===== src/rtl/alarm_sounder_if.sv =====
// alarm_sounder_if: signal bundle between the alarm logic and the sounder.
// master drives ALARM_DOING/STOP_KEY/SNOOZE_KEY; slave drives the buzzer and status.
interface alarm_sounder_if;
    logic       ALARM_DOING;
    logic       STOP_KEY;
    logic       SNOOZE_KEY;
    logic       PIEZO;
    logic       RINGING;
    logic       SNOOZING;
    logic [1:0] SNOOZE_CNT;

    modport master (
        output ALARM_DOING,
        output STOP_KEY,
        output SNOOZE_KEY,
        input  PIEZO,
        input  RINGING,
        input  SNOOZING,
        input  SNOOZE_CNT
    );

    modport slave (
        input  ALARM_DOING,
        input  STOP_KEY,
        input  SNOOZE_KEY,
        output PIEZO,
        output RINGING,
        output SNOOZING,
        output SNOOZE_CNT
    );
endinterface


===== src/rtl/alarm_sounder.sv =====
// alarm_sounder: rings a gated square-wave tone on each ALARM_DOING rise.
// Ports: CLK, RESETN (sync, active-low), bus (alarm_sounder_if.slave).
// Macro ALARM_SNOOZE_EN builds the SNOOZE state, snooze timer and counter.
module alarm_sounder #(
    parameter int HALF_CYC   = 25,
    parameter int ON_CYC     = 20000,
    parameter int OFF_CYC    = 20000,
    parameter int RING_CYC   = 3000000,
    parameter int SNOOZE_CYC = 30000000,
    parameter int MAX_SNOOZE = 3
) (
    input  logic           CLK,
    input  logic           RESETN,
    alarm_sounder_if.slave bus
);

    localparam int CAD_CYC = ON_CYC + OFF_CYC;
    localparam int TONE_W  = (HALF_CYC > 1) ? $clog2(HALF_CYC) : 1;
    localparam int CAD_W   = (CAD_CYC > 1) ? $clog2(CAD_CYC) : 1;
    localparam int RING_W  = (RING_CYC > 1) ? $clog2(RING_CYC) : 1;

    localparam logic [TONE_W-1:0] TONE_LAST = TONE_W'(HALF_CYC - 1);
    localparam logic [CAD_W-1:0]  CAD_LAST  = CAD_W'(CAD_CYC - 1);
    localparam logic [RING_W-1:0] RING_LAST = RING_W'(RING_CYC - 1);

`ifdef ALARM_SNOOZE_EN
    localparam int SNZ_W = (SNOOZE_CYC > 1) ? $clog2(SNOOZE_CYC) : 1;
    localparam logic [SNZ_W-1:0] SNZ_LAST = SNZ_W'(SNOOZE_CYC - 1);
    localparam logic [1:0]       MAX_CNT  = 2'(MAX_SNOOZE);

    typedef enum logic [1:0] {
        IDLE   = 2'd0,
        RING   = 2'd1,
        SNOOZE = 2'd2
    } state_t;
`else
    localparam int unused_snooze_params = SNOOZE_CYC + MAX_SNOOZE;

    typedef enum logic [0:0] {
        IDLE = 1'b0,
        RING = 1'b1
    } state_t;
`endif

    state_t state, state_n;

    logic              doing_d;
    logic              rise;
    logic [RING_W-1:0] ring_t, ring_t_n;
    logic [CAD_W-1:0]  cad, cad_n, cad_step;
    logic [TONE_W-1:0] tone, tone_n;
    logic              piezo, piezo_n;
    logic              restart;
    logic              enter_ring;
    logic              stay_ring;
    logic              beep_on;
    logic              beep_next;
    logic              toggle;

`ifdef ALARM_SNOOZE_EN
    logic [SNZ_W-1:0] snz_t, snz_t_n;
    logic [1:0]       cnt, cnt_n;
    logic             snooze_ok;
`else
    logic             unused_snooze_key;
    assign unused_snooze_key = bus.SNOOZE_KEY;
`endif

    assign rise = bus.ALARM_DOING & ~doing_d;

    // Cadence position now and after this edge decide the tone gating.
    assign beep_on   = 32'(cad) < 32'(ON_CYC);
    assign cad_step  = (cad == CAD_LAST) ? '0 : cad + CAD_W'(1);
    assign beep_next = 32'(cad_step) < 32'(ON_CYC);
    assign toggle    = beep_on && (tone == TONE_LAST);

`ifdef ALARM_SNOOZE_EN
    assign snooze_ok = bus.SNOOZE_KEY && (cnt < MAX_CNT);
`endif

    always_comb begin
        state_n = state;
        restart = 1'b0;
`ifdef ALARM_SNOOZE_EN
        cnt_n   = cnt;
`endif
        unique case (state)
            IDLE: begin
                if (rise) begin
                    state_n = RING;
`ifdef ALARM_SNOOZE_EN
                    cnt_n   = '0;
`endif
                end
            end
            RING: begin
                if (bus.STOP_KEY) begin
                    state_n = IDLE;
`ifdef ALARM_SNOOZE_EN
                end else if (snooze_ok) begin
                    state_n = SNOOZE;
                    cnt_n   = cnt + 2'd1;
`endif
                end else if (rise) begin
                    restart = 1'b1;
                end else if (ring_t == RING_LAST) begin
                    state_n = IDLE;
                end
            end
`ifdef ALARM_SNOOZE_EN
            SNOOZE: begin
                if (bus.STOP_KEY) begin
                    state_n = IDLE;
                end else if (rise) begin
                    state_n = RING;
                end else if (snz_t == SNZ_LAST) begin
                    state_n = RING;
                end
            end
`endif
            default: state_n = IDLE;
        endcase
    end

    // Any entry into RING (fresh, resumed or restarted) starts from zero.
    assign enter_ring = (state_n == RING) && ((state != RING) || restart);
    assign stay_ring  = (state_n == RING) && !enter_ring;

    always_comb begin
        ring_t_n = '0;
        cad_n    = '0;
        tone_n   = '0;
        piezo_n  = 1'b0;
        if (stay_ring) begin
            ring_t_n = ring_t + RING_W'(1);
            cad_n    = cad_step;
            if (beep_on && beep_next) begin
                tone_n = (tone == TONE_LAST) ? '0 : tone + TONE_W'(1);
            end
            // Force silence as soon as the next cycle falls in the gap.
            if (beep_next) begin
                piezo_n = piezo ^ toggle;
            end
        end
    end

`ifdef ALARM_SNOOZE_EN
    always_comb begin
        snz_t_n = '0;
        if ((state == SNOOZE) && (state_n == SNOOZE)) begin
            snz_t_n = snz_t + SNZ_W'(1);
        end
    end
`endif

    always_ff @(posedge CLK) begin
        if (!RESETN) begin
            state   <= IDLE;
            doing_d <= 1'b0;
            ring_t  <= '0;
            cad     <= '0;
            tone    <= '0;
            piezo   <= 1'b0;
`ifdef ALARM_SNOOZE_EN
            snz_t   <= '0;
            cnt     <= '0;
`endif
        end else begin
            state   <= state_n;
            doing_d <= bus.ALARM_DOING;
            ring_t  <= ring_t_n;
            cad     <= cad_n;
            tone    <= tone_n;
            piezo   <= piezo_n;
`ifdef ALARM_SNOOZE_EN
            snz_t   <= snz_t_n;
            cnt     <= cnt_n;
`endif
        end
    end

    assign bus.PIEZO   = piezo;
    assign bus.RINGING = (state == RING);

`ifdef ALARM_SNOOZE_EN
    assign bus.SNOOZING   = (state == SNOOZE);
    assign bus.SNOOZE_CNT = cnt;
`else
    assign bus.SNOOZING   = 1'b0;
    assign bus.SNOOZE_CNT = 2'd0;
`endif

endmodule


===== src/flat_wrapper.sv =====
// flat-port wrapper written by rule: the top's interface ports become plain ports
module alarm_sounder_flat 
#(
    parameter int HALF_CYC   = 25,
    parameter int ON_CYC     = 20000,
    parameter int OFF_CYC    = 20000,
    parameter int RING_CYC   = 3000000,
    parameter int SNOOZE_CYC = 30000000,
    parameter int MAX_SNOOZE = 3
)
  (CLK, RESETN, bus_ALARM_DOING, bus_STOP_KEY, bus_SNOOZE_KEY, bus_PIEZO, bus_RINGING, bus_SNOOZING, bus_SNOOZE_CNT);
  alarm_sounder_if bus_i ();
  input  logic CLK;
  input  logic RESETN;
  input wire logic [$bits(bus_i.ALARM_DOING)-1:0] bus_ALARM_DOING;
  input wire logic [$bits(bus_i.STOP_KEY)-1:0] bus_STOP_KEY;
  input wire logic [$bits(bus_i.SNOOZE_KEY)-1:0] bus_SNOOZE_KEY;
  output wire logic [$bits(bus_i.PIEZO)-1:0] bus_PIEZO;
  output wire logic [$bits(bus_i.RINGING)-1:0] bus_RINGING;
  output wire logic [$bits(bus_i.SNOOZING)-1:0] bus_SNOOZING;
  output wire logic [$bits(bus_i.SNOOZE_CNT)-1:0] bus_SNOOZE_CNT;
  assign bus_i.ALARM_DOING = bus_ALARM_DOING;
  assign bus_i.STOP_KEY = bus_STOP_KEY;
  assign bus_i.SNOOZE_KEY = bus_SNOOZE_KEY;
  assign bus_PIEZO = bus_i.PIEZO;
  assign bus_RINGING = bus_i.RINGING;
  assign bus_SNOOZING = bus_i.SNOOZING;
  assign bus_SNOOZE_CNT = bus_i.SNOOZE_CNT;
  alarm_sounder #(.HALF_CYC(HALF_CYC), .ON_CYC(ON_CYC), .OFF_CYC(OFF_CYC), .RING_CYC(RING_CYC), .SNOOZE_CYC(SNOOZE_CYC), .MAX_SNOOZE(MAX_SNOOZE)) u_core (.CLK(CLK), .RESETN(RESETN), .bus(bus_i));
endmodule

===== config.mk =====
export PLATFORM = sky130hd
export DESIGN_NAME = alarm_sounder_flat
export DESIGN_NICKNAME = d
export VERILOG_FILES = /design/src/rtl/alarm_sounder_if.sv /design/src/rtl/alarm_sounder.sv /design/src/flat_wrapper.sv
export SDC_FILE = /design/constraint.sdc
export NUM_CORES = 1
export LEC_CHECK = 0
export CAP_MARGIN = 30
export CORE_ASPECT_RATIO = 2
export CORE_MARGIN = 4
export CORE_UTILIZATION = 64
export DETAILED_ROUTE_END_ITERATION = 8
export GPL_ROUTABILITY_DRIVEN = 0
export GPL_TIMING_DRIVEN = 0
export PLACE_DENSITY = 0.84
export SLEW_MARGIN = 40
export SYNTH_ARGS = -nofsm -noshare
export SYNTH_HDL_FRONTEND = slang
export SYNTH_SLANG_ARGS = --single-unit

===== constraint.sdc =====
create_clock -name CLK -period 3.09 [get_ports CLK]
set_clock_uncertainty 0.1 [all_clocks]
set_input_delay 0.618 -clock CLK [delete_from_list [all_inputs] [get_ports CLK]]
set_output_delay 0.618 -clock CLK [all_outputs]
set_load 0.03 [all_outputs]

==> impl_metrics.toml <==
[power_and_ir_drop]
power_frac_seq = 0.581
internal_power_w = 0.000811
combPwrFrac = 0.026
leakage_nw = 0.787
p_sw_frac = 0.211
cellPowerDensity_nw_per_um2 = 433
p_sw_w = 0.000217
ir_worst_vdd_mv = 0.460
p_total_w = 0.00103
pwr-share-clk = 0.393

[critical_path]
critical_path_arrival_ns = 2.44
worst-r2r-setup-slack_ns = 0.77
endpoint_kind = "flop"
critPathRequiredTime_ns = 3.21
r2r_cells = 7
worstSetupEndpoint = "u_core.tone[4]"
worstPathMaxFanout = 6
cpMaxStageDelayCell = "mux2_2"
path_class = "flop to flop"
cpPeakStageDelay_ns = 0.38
cp-start-kind = "flop"
timing.rr.end = "u_core.tone[4]"
r2r-start = "u_core.cad[0]"
crit_start = "u_core.cad[0]"
path_cells = "ha_1 -> nand3_4 -> nor2_1 -> mux2_2 -> o211ai_1 -> o211ai_2 -> a211oi_1"

[logic_synthesis]
ys_seq_area_frac = 0.424
synth-main-ff-cell = "dfxtp_1"
syn_inst = 244
synth_edf_count = 0
synth_mux_area_frac = 0.00980
synth.area.top_cells = "dfxtp_1, nor2_1, xnor2_1"
synth_compound_gate_area_share = 0.0703
yosysWarningCount = 0
synth.avg_cell_area_sq_um = 8.90
synth_commonest_cells = "dfxtp_1, nor2_1, xnor2_1, nand2_1, xor2_1"
synth-simple-area-share = 0.290
ys_ff_latch = 46
yosysMostFrequentCell = "dfxtp_1"
synth_top_area_share = 0.424
yosys.area.top_type = "dfxtp_1"
synth_fa_ha_area_frac = 0.0231
netlist_area_sq_um = 2170
synthXorXnorAreaFrac = 0.141
ys_types = 45
synth-async-reset-ratio = 0
synth_top_family_by_area = "simple AND/OR/NAND/NOR gates"

[cts]
cts_tree = "built"
hold_buffers = 0
cts_resized = 0
clkTransAtPathRegs_ns = 0.09
clockRootBuffer = "clkbuf_8"
htree_levels = 2
clock_path_buffers = 2
clk_latency_ns = 0.30
postCtsSetupRepairBufs = 0
numCtsBuffers = 5
clock-sinks = 46

[final_layout]
fin_area_sq_um = 2370
nets = 267
n_antenna_cell = 0
drive_above_1_share = 0.100
fin_cells = 290
syn_to_final_growth_pct = 9.28

[grt]
grt.total_usage = 0.204
grt_max_degree = 15
grt_pass1_vias = 1674
grt.overflow.total = 0
antenna_found_initial = 0
grt_pass1_wl_um = 7050

[timing]
tns_ns = 0
fin_crit_ns = 2.32
period_share = 0.751
hold_viol = 0
slew_headroom = 0.558
rsz0062_at_grt = "no"
setup_viol = 0
drv_slew = 0
fmax_mhz = 431
whs_ns = 0.352
worst_pin_slew_ns = 0.657

[route]
wire_per_inst_um = 13.8
vias = 1706
totalWireLength_um = 4000
drc_errors = 0
first_iter_violations = 17
vias_per_cell = 5.88
ant_nets = 0
dr.pass1.iters = 4

[floorplanning]
die-area_sq_um = 4440
rows = 29
core_area_sq_um = 3230
initial_utilization = 0.672
die_x_um = 49.2
ios = 10
die_h_um = 90.4

[placed_design]
io_buffers = 5
place_hpwl_um = 3070
place_area_sq_um = 2270
place_inst = 282

[job]
maxCapViolCount = 0

[min_path]
hold_path.class = "flop to flop"

[run_status]
status = "finished clean"
## final cells by class
class / instances / area (sq um)
multi-input combinational: 185 / 1170
sequential: 46 / 921
fill: 248 / 857
clock buffer: 7 / 96.3
buffer: 9 / 62.6
timing repair buffer: 5 / 50.0
tap: 31 / 38.8
inverter: 6 / 22.5
clock inverter: 1 / 8.76
## metrics by stage
stage                     worst slack (ns)  utilization
after global placement               0.766        0.702
after global routing                 0.580        0.735
after floorplan                       1.10            -
after detailed placement             0.732        0.702
after CTS                            0.737        0.735
final                                0.770        0.735
## worst min-delay path by stage
stage,slack [ns],endpoint,from,depth (start not counted)
floorplan,0.32,u_core.cad[0],u_core.cad[0],1
global placement,0.33,u_core.cad[0],u_core.cad[0],1
detailed placement,0.34,u_core.cad[0],u_core.cad[0],1
CTS,0.36,u_core.cad[0],u_core.cad[0],1
global route,0.39,u_core.cad[0],u_core.cad[0],1
finish,0.35,u_core.cad[0],u_core.cad[0],1
## registers in the layout, summed over array words and instances, names as in the netlist
signal	count
u_core.bus.PIEZO	1
u_core.doing_d	1
u_core.ring_t	22
u_core.bus.RINGING	1
u_core.cad	16
u_core.tone	5
## per-layer routing
| layer | vias to the layer above | wire length, um | part of all wire | track usage |
|---|---|---|---|---|
| li1 | 863 | - | - | - |
| met1 | 802 | 1450 | 0.36 | 0.195 |
| met2 | 25 | 2280 | 0.57 | 0.372 |
| met3 | 16 | 62 | 0.015 | 0.0347 |
| met4 | 0 | 201 | 0.050 | 0.147 |
| met5 | - | 0 | 0 | 0 |
## cells in the final DEF (no fill, tap or decap), types with 2 or more instances in the layout
cell,synthesis,final
nor3_1,6,6
nand4_1,12,12
nand4b_1,2,2
a211oi_1,7,7
nand2_1,17,17
and3_1,4,4
nor2b_1,2,2
nor4_1,4,4
nand2b_1,2,2
or3_1,4,4
clkdlybuf4s50_1,0,5
buf_6,2,2
xor2_1,17,17
buf_2,2,2
clkbuf_8,0,7
nor2_1,44,44
nand3_1,10,10
a21oi_1,4,4
dfxtp_1,46,46
ha_1,4,4
buf_4,3,3
conb_1,1,3
xnor2_1,18,18
inv_1,6,6
clkbuf_1,2,2
o21ai_0,4,4
## worst max-delay path: cells and delay by family (launching register included)
| family | cells | cell delay (ns) |
|---|---|---|
| flip-flops | 1 | 0.36 |
| AO/OA/AOI/OAI | 3 | 0.71 |
| adder cells (fa/ha/maj) | 1 | 0.29 |
| multiplexers | 1 | 0.38 |
| AND/OR/NAND/NOR | 2 | 0.40 |
## power groups by stage
stage                     Combinational (W)  Sequential [W]  Clock [W]
after global routing              0.0000297        0.000597   0.000438
final                             0.0000268        0.000597   0.000404
after detailed placement          0.0000269        0.000611          0
after floorplan                   0.0000159        0.000613          0
after CTS                         0.0000270        0.000597   0.000417
after global placement            0.0000267        0.000611          0
## cells by family after synthesis
group,Yosys count
other,1
XOR/XNOR,35
multiplexers,2
AND/OR/NAND/NOR,119
buffers and inverters,15
flip-flops,46
AO/OA/AOI/OAI,22
adder cells (fa/ha/maj),4
No activity file was read; power rests on OpenSTA's default activity.
